**src/rtl/jam_pkg.sv**
```systemverilog
// Shared sizing and types for the job-assignment engine: sequencer,
// cost accumulator and top level all agree on these widths.
package jam_pkg;
    localparam int N_WORK = 8;
    localparam int COST_W = 7;
    localparam int SUM_W  = 10;   // holds N_WORK * (2^COST_W - 1) = 1016
    localparam int CNT_W  = 16;   // holds 8! = 40320

    localparam logic [SUM_W-1:0] MIN_INIT = '1;

    typedef logic [COST_W-1:0] cost_t;
    typedef logic [SUM_W-1:0]  sum_t;
    typedef logic [CNT_W-1:0]  cnt_t;
endpackage

```
**src/rtl/min_count_tracker.sv**
```systemverilog
// Running minimum of strobed totals plus a saturating count of how many
// totals hit that minimum.
module min_count_tracker #(
    parameter int SUM_W = jam_pkg::SUM_W,
    parameter int CNT_W = jam_pkg::CNT_W
) (
    input  logic             CLK,
    input  logic             RST,
    input  logic             clear,
    input  logic             strobe,
    input  logic [SUM_W-1:0] total,
    output logic [SUM_W-1:0] min_cost,
    output logic [CNT_W-1:0] match_count
);
    // All-ones start means the first strobed total always wins with count 1.
    always_ff @(posedge CLK or posedge RST) begin
        if (RST) begin
            min_cost    <= '1;
            match_count <= '0;
        end else if (clear) begin
            min_cost    <= '1;
            match_count <= '0;
        end else if (strobe) begin
            if (total < min_cost) begin
                min_cost    <= total;
                match_count <= CNT_W'(1);
            end else if (total == min_cost && match_count != '1) begin
                match_count <= match_count + CNT_W'(1);
            end
        end
    end
endmodule

```
**src/rtl/cost_accumulator.sv**
```systemverilog
// Sums each group of N_WORK cost beats into a permutation total, feeds it to
// the min/count tracker, and latches valid once the final permutation lands.
module cost_accumulator #(
    parameter int N_WORK = jam_pkg::N_WORK,
    parameter int COST_W = jam_pkg::COST_W,
    parameter int SUM_W  = jam_pkg::SUM_W,
    parameter int CNT_W  = jam_pkg::CNT_W
) (
    input  logic              CLK,
    input  logic              RST,
    input  logic              clear,
    input  logic [COST_W-1:0] cost,
    input  logic              cost_valid,
    input  logic              perm_last,
    output logic [SUM_W-1:0]  min_cost,
    output logic [CNT_W-1:0]  match_count,
    output logic              valid
);
    localparam logic [2:0] LAST_BEAT = 3'(N_WORK - 1);

    logic [2:0]       beat_cnt;
    logic [SUM_W-1:0] acc;
    logic [SUM_W-1:0] total;
    logic             take;
    logic             done;

    // Once valid is up the stream is ignored, which freezes everything.
    assign take  = cost_valid && !valid;
    assign done  = take && (beat_cnt == LAST_BEAT);
    assign total = acc + SUM_W'(cost);

    always_ff @(posedge CLK or posedge RST) begin
        if (RST) begin
            beat_cnt <= '0;
            acc      <= '0;
            valid    <= 1'b0;
        end else if (clear) begin
            beat_cnt <= '0;
            acc      <= '0;
            valid    <= 1'b0;
        end else if (take) begin
            if (done) begin
                beat_cnt <= '0;
                acc      <= '0;
                if (perm_last)
                    valid <= 1'b1;
            end else begin
                beat_cnt <= beat_cnt + 3'd1;
                acc      <= total;
            end
        end
    end

    min_count_tracker #(
        .SUM_W (SUM_W),
        .CNT_W (CNT_W)
    ) u_tracker (
        .CLK         (CLK),
        .RST         (RST),
        .clear       (clear),
        .strobe      (done),
        .total       (total),
        .min_cost    (min_cost),
        .match_count (match_count)
    );
endmodule
```
**config.mk**
```make
export PLATFORM = sky130hd
export DESIGN_NAME = cost_accumulator
export DESIGN_NICKNAME = d
export VERILOG_FILES = /design/src/rtl/jam_pkg.sv /design/src/rtl/min_count_tracker.sv /design/src/rtl/cost_accumulator.sv
export SDC_FILE = /design/constraint.sdc
export NUM_CORES = 1
export LEC_CHECK = 0
export BUFFER_PORTS_ARGS = -buffer_cell sky130_fd_sc_hd__buf_2
export CAP_MARGIN = 20
export CORE_AREA = 4 4 83 85
export DETAILED_ROUTE_END_ITERATION = 16
export DIE_AREA = 0 0 87 89
export PLACE_DENSITY = 0.68
export REMOVE_ABC_BUFFERS = 1
export SYNTH_ARGS = -nofsm -noshare
export SYNTH_HDL_FRONTEND = slang
export SYNTH_HIERARCHICAL = 1
export SYNTH_SLANG_ARGS = --single-unit
```
**constraint.sdc**
```tcl
create_clock -name CLK -period 9.4 [get_ports CLK]
set_clock_uncertainty 0.2 [all_clocks]
set_input_delay 1.88 -clock CLK [delete_from_list [all_inputs] [get_ports CLK]]
set_output_delay 1.88 -clock CLK [all_outputs]
set_load 0.005 [all_outputs]
```
==> metrics.yaml, run 1 <==
die_h_um: 89
cts_hold_buf: 0
finalSetupViolations: 0
p_total_mw: 0.3957
maxCapViolCount: 0
post-route-drc-count: 0
dp_hpwl_um: 4599
min_path_type: "flip-flop to flip-flop"
required_ns: 9.40
p_seq_frac: 0.458
fmax_mhz: 198.7
avgRoutedWirePerCell_um: 15.78
min_period_ns: 5.033
comb_power_share: 0.187
final_common_cell: "buf_2"
dieArea_mm2: 0.007743
fin_setup_tns_ns: 0
vias: 2314
slew_violations: 0
cp-end-kind: "flip-flop"
busiest_layer: "met2"
rsz0062_at_grt: "false"
rows: 29
cp_max_fo: 18
grtUsageMet3: 0.02949
crit_type: "input port to flip-flop"
place_ws_ns: 4.070
grt_pass1_wl_um: 10850
slew_headroom: 0.3432
worstPathArrival_ns: 5.04
path_clk_slew_ns: 0.08
netlist_area_mm2: 0.002733
core_area_mm2: 0.006205
synthArstFlopShare: 1.000
die_w_um: 87
crit_buf_inv: 2
ant_nets: 0
gp_congestion: 0.8328
yosys_warnings: 6
yosys.area.top_type: "dfrtp_1"
worstMarginPinSlew_ns: 0.9831
max_stage_delay_ns: 0.70
seqCellArea_mm2: 0.001013
power.density_mw_per_mm2: 127.7
slowest_stage: "o211ai_2"
ys_ff_latch: 40
totalWireLength_um: 6313
cts-root-buf: "clkbuf_8"
antenna_found_initial: 0
htree_levels: 2
fin_crit_sh: 0.5354
p_int_mw: 0.2868
synthFlopType: "dfrtp_1"
fillCellCount: 592
peakVddDrop_v: 0.00005214
p_leak_nw: 1.590
firstDrtPassIters: 4
grt_use_met2: 0.2774
drive_gt1_frac: 0.2229
nets: 355
netlist_top_cells_area: "dfrtp_1 27%, dfstp_2 9.6%, ha_1 9.2%"
use_met1: 0.2499
utilization: 0.4993
synth.distinct_cells: 55
mostFrequentLayoutCells: "38 x buf_2, 30 x dfrtp_1, 25 x inv_1"
grt_overflow_total: 0
post-cts-setup-buffers: 0
power.net_switching_mw: 0.1088
numPortBuffers: 38
synth_cells: 286
grt_max_degree: 30
crit_chain: "buf_2, ha_1, and3_2, o21bai_1, a211oi_2, xor2_1, ha_1, nand4_2, o211ai_2, buf_4, mux2i_1, nand2_1"
hold_viol: 0
synth_top_area_share: 0.2747
ys_seq_area_frac: 0.3709
fin_ws_ns: 4.367
cp.depth: 12
initial_utilization: 0.4404
clk_latency_ns: 0.29
synth_edf_count: 0
clock_path_buffers: 2
ios: 39
p_clk_frac: 0.355
first_global_vias: 2202
cts_resized: 0
grtUsageTotal: 0.1750
syn_avg_cell_area_um2: 9.555
crit_family: "compound AO/OA/AOI/OAI gates"
crit_path_start_kind: "input port"
crit_top_cell: "ha_1"
cts_made_buffers: 5
p_sw_frac: 0.2751
via_per_inst: 5.785
clock-sinks: 40
area_growth_pct: 13.37
multiInputGateArea_mm2: 0.001543
status: "complete, no violations"
drt-initial-drc-count: 172
n_antenna_cell: 0
min_path_cells: 1
rr_worst_depth: 11
cts_tree: "built"
[final timing paths]
kind	from	slack, ns	end
setup reg to reg	acc[2]$_DFFE_PP0P_	5.67	u_tracker/min_cost[8]$_DFFE_PP1P_
hold reg to reg	acc[8]$_DFFE_PP0P_	0.30	acc[8]$_DFFE_PP0P_
hold / removal	acc[8]$_DFFE_PP0P_	0.30	acc[8]$_DFFE_PP0P_
min in group asynchronous	RST	1.44	valid$_DFFE_PP0P_
max in group asynchronous	RST	7.19	acc[2]$_DFFE_PP0P_
setup / recovery	cost[2]	4.37	u_tracker/min_cost[8]$_DFFE_PP1P_
[worst register-to-register path, cell delays in order (launching register included)]
cell      delay, ns
dfrtp_1        0.39
ha_1           0.35
and3_2         0.24
o21bai_1       0.26
a211oi_2       0.16
xor2_1         0.19
ha_1           0.35
nand4_2        0.16
o211ai_2       0.70
buf_4          0.36
mux2i_1        0.22
nand2_1        0.07
[metal layers]
| layer | part of all wire | vias to the layer above | wire (um) |
|---|---|---|---|
| met5 | 0 | - | 0 |
| met4 | 0.0093 | 0 | 59 |
| met3 | 0.051 | 5 | 322 |
| met2 | 0.46 | 65 | 2922 |
| met1 | 0.48 | 1110 | 3009 |
| li1 | - | 1134 | - |
[power by group through the flow]
stage	Combinational (mW)	Sequential [mW]	Clock, mW
finish	0.0740	0.181	0.140
global route	0.0839	0.182	0.149
CTS	0.0730	0.181	0.143
detailed placement	0.0727	0.185	0
global placement	0.0703	0.184	0
floorplan	0.0538	0.183	0
[cell families (layout without fill, tap and decap cells)]
family	count (synthesis)	after routing	share of synthesized area
buffers and inverters	39	76	0.06456
xor gates and xnor gates	6	6	0.01923
adders and majority gates	21	21	0.09890
and+or+nand+nor	103	103	0.2198
muxes	14	14	0.05128
AOI/OAI and AO/OA	63	63	0.1754
DFF	40	40	0.3709
[per-stage QoR]
stage	cells	hold slack, ns	cell area, um2
after CTS	399	0.2995	3070
after detailed placement	391	0.2805	2963
after global routing	400	0.3222	3098
after global placement	391	0.2681	2963
final	400	0.2955	3098
after floorplan	273	0.2588	2654
[layout make-up]
class | instances | area share
well taps | 77 | 0.03110
multi-input cells | 207 | 0.4980
clock buffers | 6 | 0.02342
clock inverters | 2 | 0.01131
inverters | 26 | 0.03150
repair buffers | 42 | 0.07754
flip-flops and latches | 40 | 0.3271
[Yosys cell counts, drive strengths merged (8+ instances only)]
cell and instances:
nand2 24, a22o 8, buf 9, dfstp 10, nor2 10, dfrtp 30, inv 25, nand3 18
a21oi 8, a32oi 9, nand4 13, mux2i 14, o21ai 11, ha 20
[registers in the layout (all words and copies together) (netlist names)]
name	count
beat_cnt	3
acc	10
valid	1
u_tracker/min_cost	10
u_tracker/match_count	16
Note: power is estimated with default switching activity, not from simulation.
==> inputs of run 2 (changes only) <==
- PLACE_DENSITY: 0.68 -> 0.71
- clock period: 9.4 -> 4.2 ns (I/O delays scaled with it)
==> metrics.yaml, run 2 (same netlist as run 1, synthesis figures left out) <==
grt_max_degree: 27
path_clk_slew_ns: 0.08
totalWireLength_um: 6287
cp-end-kind: "flip-flop"
dieArea_mm2: 0.007743
area_growth_pct: 15.25
cts_tree: "built"
grtUsageTotal: 0.1742
maxCapViolCount: 0
avgRoutedWirePerCell_um: 15.45
grt_pass1_wl_um: 10830
peakVddDrop_v: 0.0001124
hold_viol: 0
initial_utilization: 0.4404
rsz0062_at_grt: "false"
cp_max_fo: 17
dp_hpwl_um: 4629
status: "complete, no violations"
mostFrequentLayoutCells: "38 x buf_2, 30 x dfrtp_1, 25 x inv_1"
antenna_found_initial: 0
n_antenna_cell: 0
via_per_inst: 5.767
htree_levels: 2
min_period_ns: 3.771
vias: 2347
clock_path_buffers: 2
worstMarginPinSlew_ns: 1.003
drt-initial-drc-count: 129
worstPathArrival_ns: 3.81
firstDrtPassIters: 4
slew_headroom: 0.3299
cts_resized: 0
p_leak_nw: 1.623
fmax_mhz: 265.2
required_ns: 4.24
core_area_mm2: 0.006205
fin_area_mm2: 0.003149
min_path_type: "flip-flop to flip-flop"
largest_register: "u_tracker/match_count"
clock-sinks: 40
largest_reg_flops: 16
rows: 29
largestRegisters: "u_tracker/match_count x16, acc x10, u_tracker/min_cost x10"
ios: 39
nets: 362
gp_congestion: 0.8304
crit_path_start_kind: "input port"
cts_made_buffers: 5
placed_cell_area_mm2: 0.003040
fin_ws_ns: 0.4293
numPortBuffers: 38
die_h_um: 89
slew_violations: 0
ant_nets: 0
finalSetupViolations: 0
post-route-drc-count: 0
first_global_vias: 2281
fin_setup_tns_ns: 0
drive_gt1_frac: 0.2364
grt_overflow_total: 0
clk_latency_ns: 0.29
power.density_mw_per_mm2: 263.1
place_inst: 398
cts-root-buf: "clkbuf_8"
place_ws_ns: 0.1219
post-cts-setup-buffers: 0
final_common_cell: "buf_2"
cts_hold_buf: 0
die_w_um: 87
crit_type: "input port to flip-flop"
stdcell_count: 407
fin_crit_sh: 0.8978
-- run 2: report_power, final --
group          total, mW  internal, mW  switching (mW)  leakage, nW
Clock              0.249         0.117           0.132       0.0422
Combinational      0.174        0.0770          0.0966         1.06
Sequential         0.406         0.397         0.00914        0.516
Total              0.829         0.591           0.238         1.62
-- run 2: metrics by stage --
| stage | util | power [mW] | hold WS [ns] |
|---|---|---|---|
| final | 0.5076 | 0.8287 | 0.2913 |
| after global routing | 0.5076 | 0.8760 | 0.3296 |
| after CTS | 0.5031 | 0.8330 | 0.2983 |
| after detailed placement | 0.4900 | 0.5838 | 0.2793 |
| after floorplan | - | 0.5311 | 0.2588 |
| after global placement | 0.4900 | 0.5798 | 0.2695 |
-- run 2: worst paths after layout --
check	start	to	slack, ns	cells past startpoint
worst min register to register	acc[8]$_DFFE_PP0P_	acc[8]$_DFFE_PP0P_	0.29	1
min in group asynchronous	RST	valid$_DFFE_PP0P_	0.38	2
worst max register to register	acc[0]$_DFFE_PP0P_	u_tracker/match_count[0]$_DFFE_PP0P_	0.68	14
worst min-delay path	acc[8]$_DFFE_PP0P_	acc[8]$_DFFE_PP0P_	0.29	1
worst max-delay path	cost[0]	u_tracker/match_count[0]$_DFFE_PP0P_	0.43	15
max in group asynchronous	RST	acc[4]$_DFFE_PP0P_	3.05	2
-- run 2: area by class of cell --
| class | count | area (um2) |
|---|---|---|
| clock buffers | 7 | 76.32 |
| clock inverters | 1 | 5.005 |
| fillers | 574 | 3055 |
| inverters | 26 | 97.59 |
| multi-input cells | 207 | 1543 |
| flip-flops and latches | 40 | 1013 |
| well taps | 77 | 96.34 |
| repair buffers | 49 | 317.8 |
-- run 2: critical path, cell delays in order --
cell and delay (ns):
buf_2 0.08, ha_1 0.14, inv_1 0.05, fa_1 0.44, nor2b_4 0.14, o31a_1 0.17, o21ba_1 0.21, xnor2_1 0.10
ha_1 0.31, nand4_2 0.15, or3_4 0.44, o21a_1 0.23, buf_12 0.16, a221oi_2 0.22, a31o_2 0.13
-- run 2: routing by layer --
metal  wire length, um  part of all wire  GRT usage  vias up
li1                  -                 -          -     1154
met5                 0                 0          0        -
met1              3032              0.48     0.2405     1121
met2              2860              0.45     0.2740       60
met4               122             0.019    0.06091        0
met3               271             0.043    0.03318       12
==> inputs of run 3 (changes only) <==
- PLACE_DENSITY: 0.71 -> default
- PLACE_DENSITY_LB_ADDON: default -> 0.25
==> metrics.yaml, run 3 (same netlist as run 1, synthesis figures left out) <==
status: "complete, no violations"
cts_hold_buf: 0
cts_tree: "built"
crit_type: "input port to flip-flop"
rrSetupSlack_ns: 0.69
worstMarginPinSlew_ns: 1.002
antenna_found_initial: 0
clk_latency_ns: 0.29
fillCellCount: 596
cts_made_buffers: 5
r2r_end: "u_tracker/match_count[0]$_DFFE_PP0P_"
initial_utilization: 0.4404
die_w_um: 87
rsz0062_at_grt: "false"
max_stage_delay_ns: 0.44
grt_max_degree: 27
numPortBuffers: 38
required_ns: 4.24
vias: 2288
worstPathArrival_ns: 3.80
area_growth_pct: 14.97
path_clk_slew_ns: 0.07
dieArea_mm2: 0.007743
avgRoutedWirePerCell_um: 15.44
ios: 39
slew_headroom: 0.3307
cp-end-kind: "flip-flop"
peakVddDrop_v: 0.0001263
via_per_inst: 5.608
fin_crit_sh: 0.8965
post-route-drc-count: 0
cts_resized: 0
htree_levels: 2
worstReg2RegStart: "acc[0]$_DFFE_PP0P_"
p_leak_nw: 1.624
crit_chain: "buf_2, ha_1, inv_1, fa_1, nor2b_4, o31a_1, o21ba_1, xnor2_1, ha_1, nand4_2, or3_4, o21a_1, buf_4, a221oi_2, a31o_2"
min_path_type: "flip-flop to flip-flop"
mostFrequentLayoutCells: "38 x buf_2, 30 x dfrtp_1, 25 x inv_1"
grt_overflow_total: 0
fin_area_mm2: 0.003142
cp_max_fo: 7
largest_register: "u_tracker/match_count"
rows: 29
min_from: "acc[8]$_DFFE_PP0P_"
slew_violations: 0
drive_gt1_frac: 0.2447
die_h_um: 89
placed_cell_area_mm2: 0.003030
cts-root-buf: "clkbuf_8"
hold_viol: 0
drt-initial-drc-count: 132
min_path_cells: 1
power.density_mw_per_mm2: 274.8
gp_congestion: 0.8271
maxCapViolCount: 0
clock-sinks: 40
largest_reg_flops: 16
clock_path_buffers: 2
grt_pass1_wl_um: 10840
final_common_cell: "buf_2"
ant_nets: 0
nets: 364
rr_worst_depth: 14
post-cts-setup-buffers: 0
n_antenna_cell: 0
fmax_mhz: 265.6
crit_top_cell: "ha_1"
finalSetupViolations: 0
min_period_ns: 3.765
core_area_mm2: 0.006205
first_global_vias: 2263
largestRegisters: "u_tracker/match_count x16, acc x10, u_tracker/min_cost x10"
fin_setup_tns_ns: 0
crit_path_start_kind: "input port"
dp_hpwl_um: 4622
grtUsageTotal: 0.1757
firstDrtPassIters: 4
totalWireLength_um: 6301
hold_end: "acc[8]$_DFFE_PP0P_"
slowest_stage: "or3_4"
run 3: changes by cell type in the layout (fill, tap and decap cells not counted), sizes merged:
cell    delta
buf        +2
clkinv     -1
run 3: worst max-delay path by stage:
stage | from | to | slack (ns) | depth (start not counted)
global placement | cost[2] | u_tracker/match_count[5]$_DFFE_PP0P_ | 0.21 | 13
floorplan | cost[0] | u_tracker/match_count[0]$_DFFE_PP0P_ | -0.1 | 12
global route | cost[0] | u_tracker/match_count[0]$_DFFE_PP0P_ | 0.25 | 15
finish | cost[0] | u_tracker/match_count[0]$_DFFE_PP0P_ | 0.43 | 15
CTS | cost[0] | u_tracker/match_count[0]$_DFFE_PP0P_ | 0.44 | 15
detailed placement | cost[0] | u_tracker/match_count[0]$_DFFE_PP0P_ | 0.14 | 15
run 3: worst max-delay path: cells and delay by family:
| family | cells | cell delay, ns |
|---|---|---|
| xor+xnor | 1 | 0.10 |
| compound gates | 5 | 0.96 |
| simple gates | 3 | 0.72 |
| buf+inv | 3 | 0.29 |
| fa+ha+maj | 3 | 0.90 |
run 3: through the flow:
step / utilization / hold slack, ns / setup slack [ns] / cells / power, mW
5_1_grt: 0.5064 / 0.3148 / 0.2470 / 408 / 0.9160
3_5_place_dp: 0.4884 / 0.2767 / 0.1377 / 400 / 0.5905
4_1_cts: 0.5039 / 0.2943 / 0.4402 / 407 / 0.8708
3_3_place_gp: 0.4884 / 0.2737 / 0.2129 / 400 / 0.5850
6_report: 0.5064 / 0.2954 / 0.4346 / 408 / 0.8632
2_1_floorplan: - / 0.2588 / -0.09588 / 273 / 0.5311
run 3: layer usage:
| layer | global-route usage | up-vias | share of wire |
|---|---|---|---|
| li1 | - | 1145 | - |
| met1 | 0.2517 | 1092 | 0.51 |
| met2 | 0.2719 | 44 | 0.44 |
| met3 | 0.02949 | 7 | 0.038 |
| met4 | 0.05241 | 0 | 0.013 |
| met5 | 0 | - | 0 |
run 3: layout make-up:
class	count	area (um2)	area share
multi-input combinational	207	1543	0.4910
sequential	40	1013	0.3226
timing repair buffer	51	295.3	0.09399
inverter	26	97.59	0.03106
clock buffer	7	96.34	0.03067
tap	77	96.34	0.03067
run 3: report_power, final:
| group | internal (mW) | leakage [nW] | total [mW] | switching [mW] |
|---|---|---|---|---|
| Clock | 0.146 | 0.0503 | 0.277 | 0.130 |
| Combinational | 0.0792 | 1.06 | 0.180 | 0.101 |
| Sequential | 0.397 | 0.516 | 0.406 | 0.00913 |
